$ cat src/rtl/uart_arb_defs_pkg.sv
// Shared definitions for the uart_tx frame arbiter: FSM state encoding,
// header magic nibble and the header-byte builder.
// Optional macro UART_ARB_FRAME_HEADER_EN adds the HDR state to the encoding.
package uart_arb_defs;

`ifdef UART_ARB_FRAME_HEADER_EN
    typedef enum logic [2:0] {
        ST_IDLE  = 3'd0,
        ST_HDR   = 3'd1,
        ST_LOAD  = 3'd2,
        ST_START = 3'd3,
        ST_WAIT  = 3'd4
    } arb_state_t;
`else
    typedef enum logic [2:0] {
        ST_IDLE  = 3'd0,
        ST_LOAD  = 3'd2,
        ST_START = 3'd3,
        ST_WAIT  = 3'd4
    } arb_state_t;
`endif

    localparam logic [3:0] HDR_MAGIC = 4'hA;

    // Header byte announcing which requester owns the following frame.
    function automatic logic [7:0] hdr_byte(input logic [2:0] id);
        return {HDR_MAGIC, 1'b0, id};
    endfunction

endpackage

$ cat src/rtl/uart_tx_arbiter_rr_pick.sv
// rr_pick: combinational round-robin picker, first set request at or after ptr (wrapping).
// Ports: req_i (request vector), ptr_i (start position) -> onehot_o, id_o, vld_o (any request).
// Purely combinational, no state; reusable for any shared-resource arbiter.
module rr_pick #(
    parameter int N     = 2,
    parameter int PTR_W = 1
) (
    input  logic [N-1:0]     req_i,
    input  logic [PTR_W-1:0] ptr_i,
    output logic [N-1:0]     onehot_o,
    output logic [PTR_W-1:0] id_o,
    output logic             vld_o
);

    logic [2*N-1:0] rot;
    int             base;
    int             w;

    always_comb begin
        // Out-of-range pointer values fold back into 0..N-1.
        base     = int'(ptr_i) % N;
        rot      = {req_i, req_i} >> base;
        w        = 0;
        onehot_o = '0;
        id_o     = '0;
        vld_o    = 1'b0;
        // Scan from the far end so the smallest offset from ptr wins last.
        for (int off = N - 1; off >= 0; off--) begin
            if (rot[off]) begin
                w = base + off;
                if (w >= N) w = w - N;
                onehot_o = N'(1) << w;
                id_o     = PTR_W'(w);
                vld_o    = 1'b1;
            end
        end
    end

endmodule

$ cat src/rtl/uart_tx_arbiter.sv
// uart_tx_arbiter: shares one uart_tx among N_REQ byte-stream requesters, whole frames round-robin.
// Ports: clk12/rst (sync, active-high); req/req_data/req_last in, req_ack/grant out; busy;
//        tx_data/tx_start to uart_tx, tx_ready from it. Macro UART_ARB_FRAME_HEADER_EN adds a header byte.
module uart_tx_arbiter
    import uart_arb_defs::*;
#(
    parameter int N_REQ = 2,
    parameter int PTR_W = (N_REQ > 1) ? $clog2(N_REQ) : 1
) (
    input  logic               clk12,
    input  logic               rst,
    input  logic [N_REQ-1:0]   req,
    input  logic [8*N_REQ-1:0] req_data,
    input  logic [N_REQ-1:0]   req_last,
    output logic [N_REQ-1:0]   req_ack,
    output logic [N_REQ-1:0]   grant,
    output logic               busy,
    output logic [7:0]         tx_data,
    output logic               tx_start,
    input  logic               tx_ready
);

    arb_state_t       state_q;
    logic [N_REQ-1:0] grant_q;
    logic [PTR_W-1:0] gid_q;
    logic [PTR_W-1:0] ptr_q;
    logic [7:0]       tx_data_q;
    logic             tx_start_q;
    logic [N_REQ-1:0] req_ack_q;
    logic             last_q;

    logic [N_REQ-1:0] pick_oh;
    logic [PTR_W-1:0] pick_id;
    logic             pick_vld;

    logic [7:0]       cur_data;
    logic             cur_last;
    logic             cur_req;
    logic [PTR_W-1:0] next_ptr;

    rr_pick #(
        .N     (N_REQ),
        .PTR_W (PTR_W)
    ) u_pick (
        .req_i    (req),
        .ptr_i    (ptr_q),
        .onehot_o (pick_oh),
        .id_o     (pick_id),
        .vld_o    (pick_vld)
    );

    // Only the granted requester's byte/last/req are ever looked at.
    always_comb begin
        cur_data = 8'h00;
        for (int i = 0; i < N_REQ; i++) begin
            if (gid_q == PTR_W'(i)) cur_data = req_data[8*i +: 8];
        end
        cur_last = |(req_last & grant_q);
        cur_req  = |(req & grant_q);
        next_ptr = (gid_q == PTR_W'(N_REQ - 1)) ? '0 : gid_q + PTR_W'(1);
    end

    always_ff @(posedge clk12) begin
        if (rst) begin
            state_q    <= ST_IDLE;
            grant_q    <= '0;
            gid_q      <= '0;
            ptr_q      <= '0;
            tx_data_q  <= 8'h00;
            tx_start_q <= 1'b0;
            req_ack_q  <= '0;
            last_q     <= 1'b0;
        end else begin
            req_ack_q <= '0;
            case (state_q)
                ST_IDLE: begin
                    // tx_ready gate also covers a reset that hit while uart_tx was still shifting.
                    if (pick_vld && tx_ready) begin
                        grant_q <= pick_oh;
                        gid_q   <= pick_id;
`ifdef UART_ARB_FRAME_HEADER_EN
                        state_q <= ST_HDR;
`else
                        state_q <= ST_LOAD;
`endif
                    end
                end
`ifdef UART_ARB_FRAME_HEADER_EN
                ST_HDR: begin
                    // Header never ends the frame and is not acknowledged.
                    tx_data_q <= hdr_byte(3'(gid_q));
                    last_q    <= 1'b0;
                    state_q   <= ST_START;
                end
`endif
                ST_LOAD: begin
                    tx_data_q <= cur_data;
                    last_q    <= cur_last;
                    req_ack_q <= grant_q;
                    state_q   <= ST_START;
                end
                ST_START: begin
                    // tx_ready is only trusted as an accept once our strobe is actually out.
                    if (tx_start_q && !tx_ready) begin
                        tx_start_q <= 1'b0;
                        state_q    <= ST_WAIT;
                    end else begin
                        tx_start_q <= 1'b1;
                    end
                end
                ST_WAIT: begin
                    if (tx_ready) begin
                        if (last_q || !cur_req) begin
                            state_q <= ST_IDLE;
                            grant_q <= '0;
                            ptr_q   <= next_ptr;
                        end else begin
                            state_q <= ST_LOAD;
                        end
                    end
                end
                default: state_q <= ST_IDLE;
            endcase
        end
    end

    assign grant    = grant_q;
    assign req_ack  = req_ack_q;
    assign tx_data  = tx_data_q;
    assign tx_start = tx_start_q;
    assign busy     = (state_q != ST_IDLE);

endmodule

$ cat config.mk
export PLATFORM = sky130hd
export DESIGN_NAME = uart_tx_arbiter
export DESIGN_NICKNAME = d
export VERILOG_FILES = /design/src/rtl/uart_arb_defs_pkg.sv /design/src/rtl/uart_tx_arbiter_rr_pick.sv /design/src/rtl/uart_tx_arbiter.sv
export SDC_FILE = /design/constraint.sdc
export NUM_CORES = 1
export LEC_CHECK = 0
export ABC_AREA = 1
export ABC_CLOCK_PERIOD_IN_PS = 1300
export CAP_MARGIN = 20
export CORE_MARGIN = 3
export CORE_UTILIZATION = 29
export CTS_BUF_LIST = sky130_fd_sc_hd__clkbuf_2
export DETAILED_ROUTE_END_ITERATION = 6
export PLACE_DENSITY = 0.68
export RECOVER_POWER = 25
export SLEW_MARGIN = 5
export SYNTH_ARGS = -nofsm -noshare
export SYNTH_HDL_FRONTEND = slang
export SYNTH_SLANG_ARGS = --single-unit
$ cat constraint.sdc
create_clock -name clk12 -period 1.3 [get_ports clk12]
set_input_delay 0.13 -clock clk12 [delete_from_list [all_inputs] [get_ports clk12]]
set_output_delay 0.13 -clock clk12 [all_outputs]
set_load 0.005 [all_outputs]
==> tab_implementation.tex <==
\begin{tabular}{lr}
\hline
Metric & Value \\
\hline
\multicolumn{2}{l}{\textbf{Outcome}} \\
Result of the run & complete, no violations \\
\multicolumn{2}{l}{\textbf{Setup path}} \\
Launch point of the worst reg-to-reg path & state\_q[0] \\
Worst Setup Path Type & reg -> reg \\
Data arrival, critical path & 1470 ps \\
Crit path required time & 1530 ps \\
Slack of the worst reg-to-reg path & 60 ps \\
Crit-path max FO & 5 \\
Worst flop-to-flop path endpoint & grant[1] \\
Startpoint type of the worst setup path & flip-flop \\
Worst reg2reg path depth & 7 \\
Critical path capture point type & flip-flop \\
\multicolumn{2}{l}{\textbf{GRT}} \\
GRT Resource Usage Total & 0.137 \\
Number of global-route vias before repair & about 980 \\
Initial antenna violation count & 0 \\
Maximum number of pins on one net before global-route repair & 21 \\
First-pass GRT wire length & 3.80 mm \\
Residual overflow from global routing & 0 \\
\multicolumn{2}{l}{\textbf{Placement}} \\
Post-detail-place hpwl & 1.76 mm \\
Final GP Congestion & between 0.8 and 0.9 \\
Number of port buffers & 36 \\
\multicolumn{2}{l}{\textbf{Clock network}} \\
Clock tree from TritonCTS & built \\
Max Root-Sink Buffers & 2 \\
H-tree level count & 1 \\
Clock-pin slew of the registers on the worst-case setup and hold paths & 180 ps \\
Total clock buffers created by CTS & 3 \\
Buffer cell driving the clock tree root & sky130\_fd\_sc\_hd\_\_clkbuf\_2 \\
Later-pin clock latency in the skew report & approximately 300 ps \\
TritonCTS sink count & 19 \\
\multicolumn{2}{l}{\textbf{Floorplanning}} \\
Initial standard-cell utilization of the core & 0.309 \\
Number of core rows & 19 \\
Die extent in y & 60.7 um \\
Die X & a little over 60 um \\
Num ports & 37 \\
Floorplan Core Area & about 2800 um2 \\
Die Footprint & 3680 um2 \\
\multicolumn{2}{l}{\textbf{STA}} \\
Final Slew Violations & 0 \\
Final-report setup violation count & 0 \\
Actual transition at the worst max-transition pin & 391 ps \\
Tightest slew margin relative to the limit & 0.739 \\
Final period demand of the worst path & between 1000 and 1500 ps \\
Max Clock Freq & 809 MHz \\
Final Hold Fails & 0 \\
Skew final & 6.25 ps \\
Final Cycle Share & 0.950 \\
Summed negative setup slack over all endpoints & 0 ps \\
\multicolumn{2}{l}{\textbf{Detailed routing}} \\
Total number of vias & 951 \\
Number of antenna-violating nets in the routed design & 0 \\
Iteration count of the initial detailed-routing pass & 4 \\
Average routed wire per standard cell & around 12 um \\
Average vias per placed instance & slightly below 5 \\
Final WL & 2.38 mm \\
Count of unresolved DRC violations after routing & 0 \\
Initial DRC count & 25 \\
\multicolumn{2}{l}{\textbf{Logic synthesis}} \\
Number of different library cells in the post-synthesis netlist & 22 \\
Post-Synthesis Cells & 121 \\
Sequential fraction of the synthesis area & 0.439 \\
Fraction of registers with async set/reset & 0 \\
Average instance area after synthesis & 7.17 um2 \\
Net count after synthesis & 144 \\
Top cells by area in the synthesized netlist & sky130\_fd\_sc\_hd\_\_dfxtp\_1, sky130\_fd\_sc\_hd\_\_nand2\_1, sky130\_fd\_sc\_hd\_\_a31oi\_1, sky130\_fd\_sc\_hd\_\_o21ai\_1, sky130\_fd\_sc\_hd\_\_a21oi\_1 \\
Number of enable-type register cells in the synthesized netlist & 0 \\
Post-synthesis instance area & roughly 870 um2 \\
Post-synthesis sequential element count & 19 \\
Total of warnings raised by yosys & 0 \\
List of most frequent post-synthesis cells & sky130\_fd\_sc\_hd\_\_nand2\_1, sky130\_fd\_sc\_hd\_\_dfxtp\_1, sky130\_fd\_sc\_hd\_\_inv\_1, sky130\_fd\_sc\_hd\_\_o21ai\_1, sky130\_fd\_sc\_hd\_\_a31oi\_1 \\
Leading area contributor after synthesis & sky130\_fd\_sc\_hd\_\_dfxtp\_1 \\
Top-count cell post-synth & sky130\_fd\_sc\_hd\_\_nand2\_1 \\
Share of Yosys cell area claimed by the top area cell type & 0.439 \\
Commonest register cell after synthesis & sky130\_fd\_sc\_hd\_\_dfxtp\_1 \\
\multicolumn{2}{l}{\textbf{Final layout}} \\
Fill count & 295 \\
Combined flip-flop and latch cell area & 392 um2 \\
Area of the multi-input gates & 419 um2 \\
Proportion of layout cells with a drive suffix above 1 & 0.210 \\
Utilization after layout & 0.484 \\
Layout overhead on the synthesized area & 56.6\% \\
Final Net Count & around 190 \\
Antenna cell count & 0 \\
\multicolumn{2}{l}{\textbf{Worst hold path}} \\
Number of stages on the worst hold path & 3 \\
Class of the worst hold path & in -> reg \\
End point of the worst hold path & last\_q \\
Hold path start & req\_last[0] \\
\multicolumn{2}{l}{\textbf{Pwr}} \\
Power density relative to cell area & 1110 nW/um2 \\
IR drop worst, VDD & 0.000612 V \\
LEAKAGE & 0.630 nW \\
\multicolumn{2}{l}{\textbf{Job}} \\
Max-capacitance violation count & 0 \\
\hline
\end{tabular}
[worst max path at each step]
stage / start / endpoint / cells after the start
finish: state_q[0] / grant[1] / 7
global route: state_q[0] / grant[1] / 7
CTS: req_ack[1] / req_ack[1] / 1
detailed placement: req[0] / grant[1] / 7
global placement: req[0] / grant[1] / 7
floorplan: state_q[1] / grant[1] / 8
[worst max-delay path: stages (launching register included)]
cell and delay, ps:
sky130_fd_sc_hd__dfxtp_2 370, sky130_fd_sc_hd__buf_4 140, sky130_fd_sc_hd__nor2_1 130, sky130_fd_sc_hd__nand3_1 210, sky130_fd_sc_hd__nand2_2 160, sky130_fd_sc_hd__nand2_1 60
sky130_fd_sc_hd__nand2_1 50, sky130_fd_sc_hd__nor2_1 40
[report_power, final]
group / total [mW] / switching (mW) / internal (mW) / leakage [nW]
clock network: 0.249 / 0.179 / 0.0697 / 0.0164
registers: 0.706 / 0.0409 / 0.665 / 0.159
logic: 0.558 / 0.272 / 0.286 / 0.454
total: 1.51 / 0.492 / 1.02 / 0.630
[area by class of cell]
class	instances	share of cell area
well taps	31	0.0286
flip-flops and latches	19	0.288
clock buffers	3	0.0111
multi-input cells	84	0.309
inverters	14	0.0387
repair buffers	46	0.321
clock inverters	1	0.00369
[layer usage]
metal,global-route usage,up-vias,part of all wire
met2,0.232,38,0.46
met1,0.163,418,0.44
met5,0,-,0
li1,-,491,-
met3,0.0426,4,0.081
met4,0.0464,0,0.018
[stage by stage]
| stage | total power, mW | cell area [um2] | cells | hold WS [ps] | setup slack (ps) |
|---|---|---|---|---|---|
| after floorplan | 0.978 | 867 | 121 | 199 | 328 |
| after CTS | 1.51 | 1340 | 196 | 354 | 9.86 |
| after global routing | 1.62 | 1360 | 198 | 351 | -0.764 |
| final | 1.51 | 1360 | 198 | 375 | 64.4 |
| after global placement | 1.23 | 1270 | 187 | 484 | -25.6 |
| after detailed placement | 1.24 | 1270 | 187 | 489 | -62.5 |
[placed cells by master (no fill, tap or decap), drive strengths merged, types with 2 or more instances in the layout]
cell           Yosys  final
a21oi              8      8
a31oi              9      9
buf                3     10
clkbuf             1      3
clkdlybuf4s50      0     22
clkinv             1      2
dfxtp             19     19
dlygate4sd2        0     12
inv               13     13
nand2             35     35
nand3              4      4
nor2              11     11
o21ai             13     13
[flip-flops by register name, summed over array words and instances (netlist names)]
| name | cells |
|---|---|
| gid_q | 1 |
| grant | 2 |
| last_q | 1 |
| ptr_q | 1 |
| req_ack | 2 |
| state_q | 3 |
| tx_data | 8 |
| tx_start | 1 |
[cell families after synthesis]
| family | Yosys count | share of synthesized area |
|---|---|---|
| and+or+nand+nor | 53 | 0.273 |
| DFF | 19 | 0.439 |
| buffers and inverters | 18 | 0.0938 |
| AOI/OAI and AO/OA | 31 | 0.195 |
[what timing repair did]
action,in CTS,in global routing
gates cloned,0,0
hold buffers,0,0
endpoints found under the setup margin,13,4
pin swaps,0,1
buffers inserted,5,2
gates resized for setup,29,5
No activity file was read; power rests on OpenSTA's default activity.
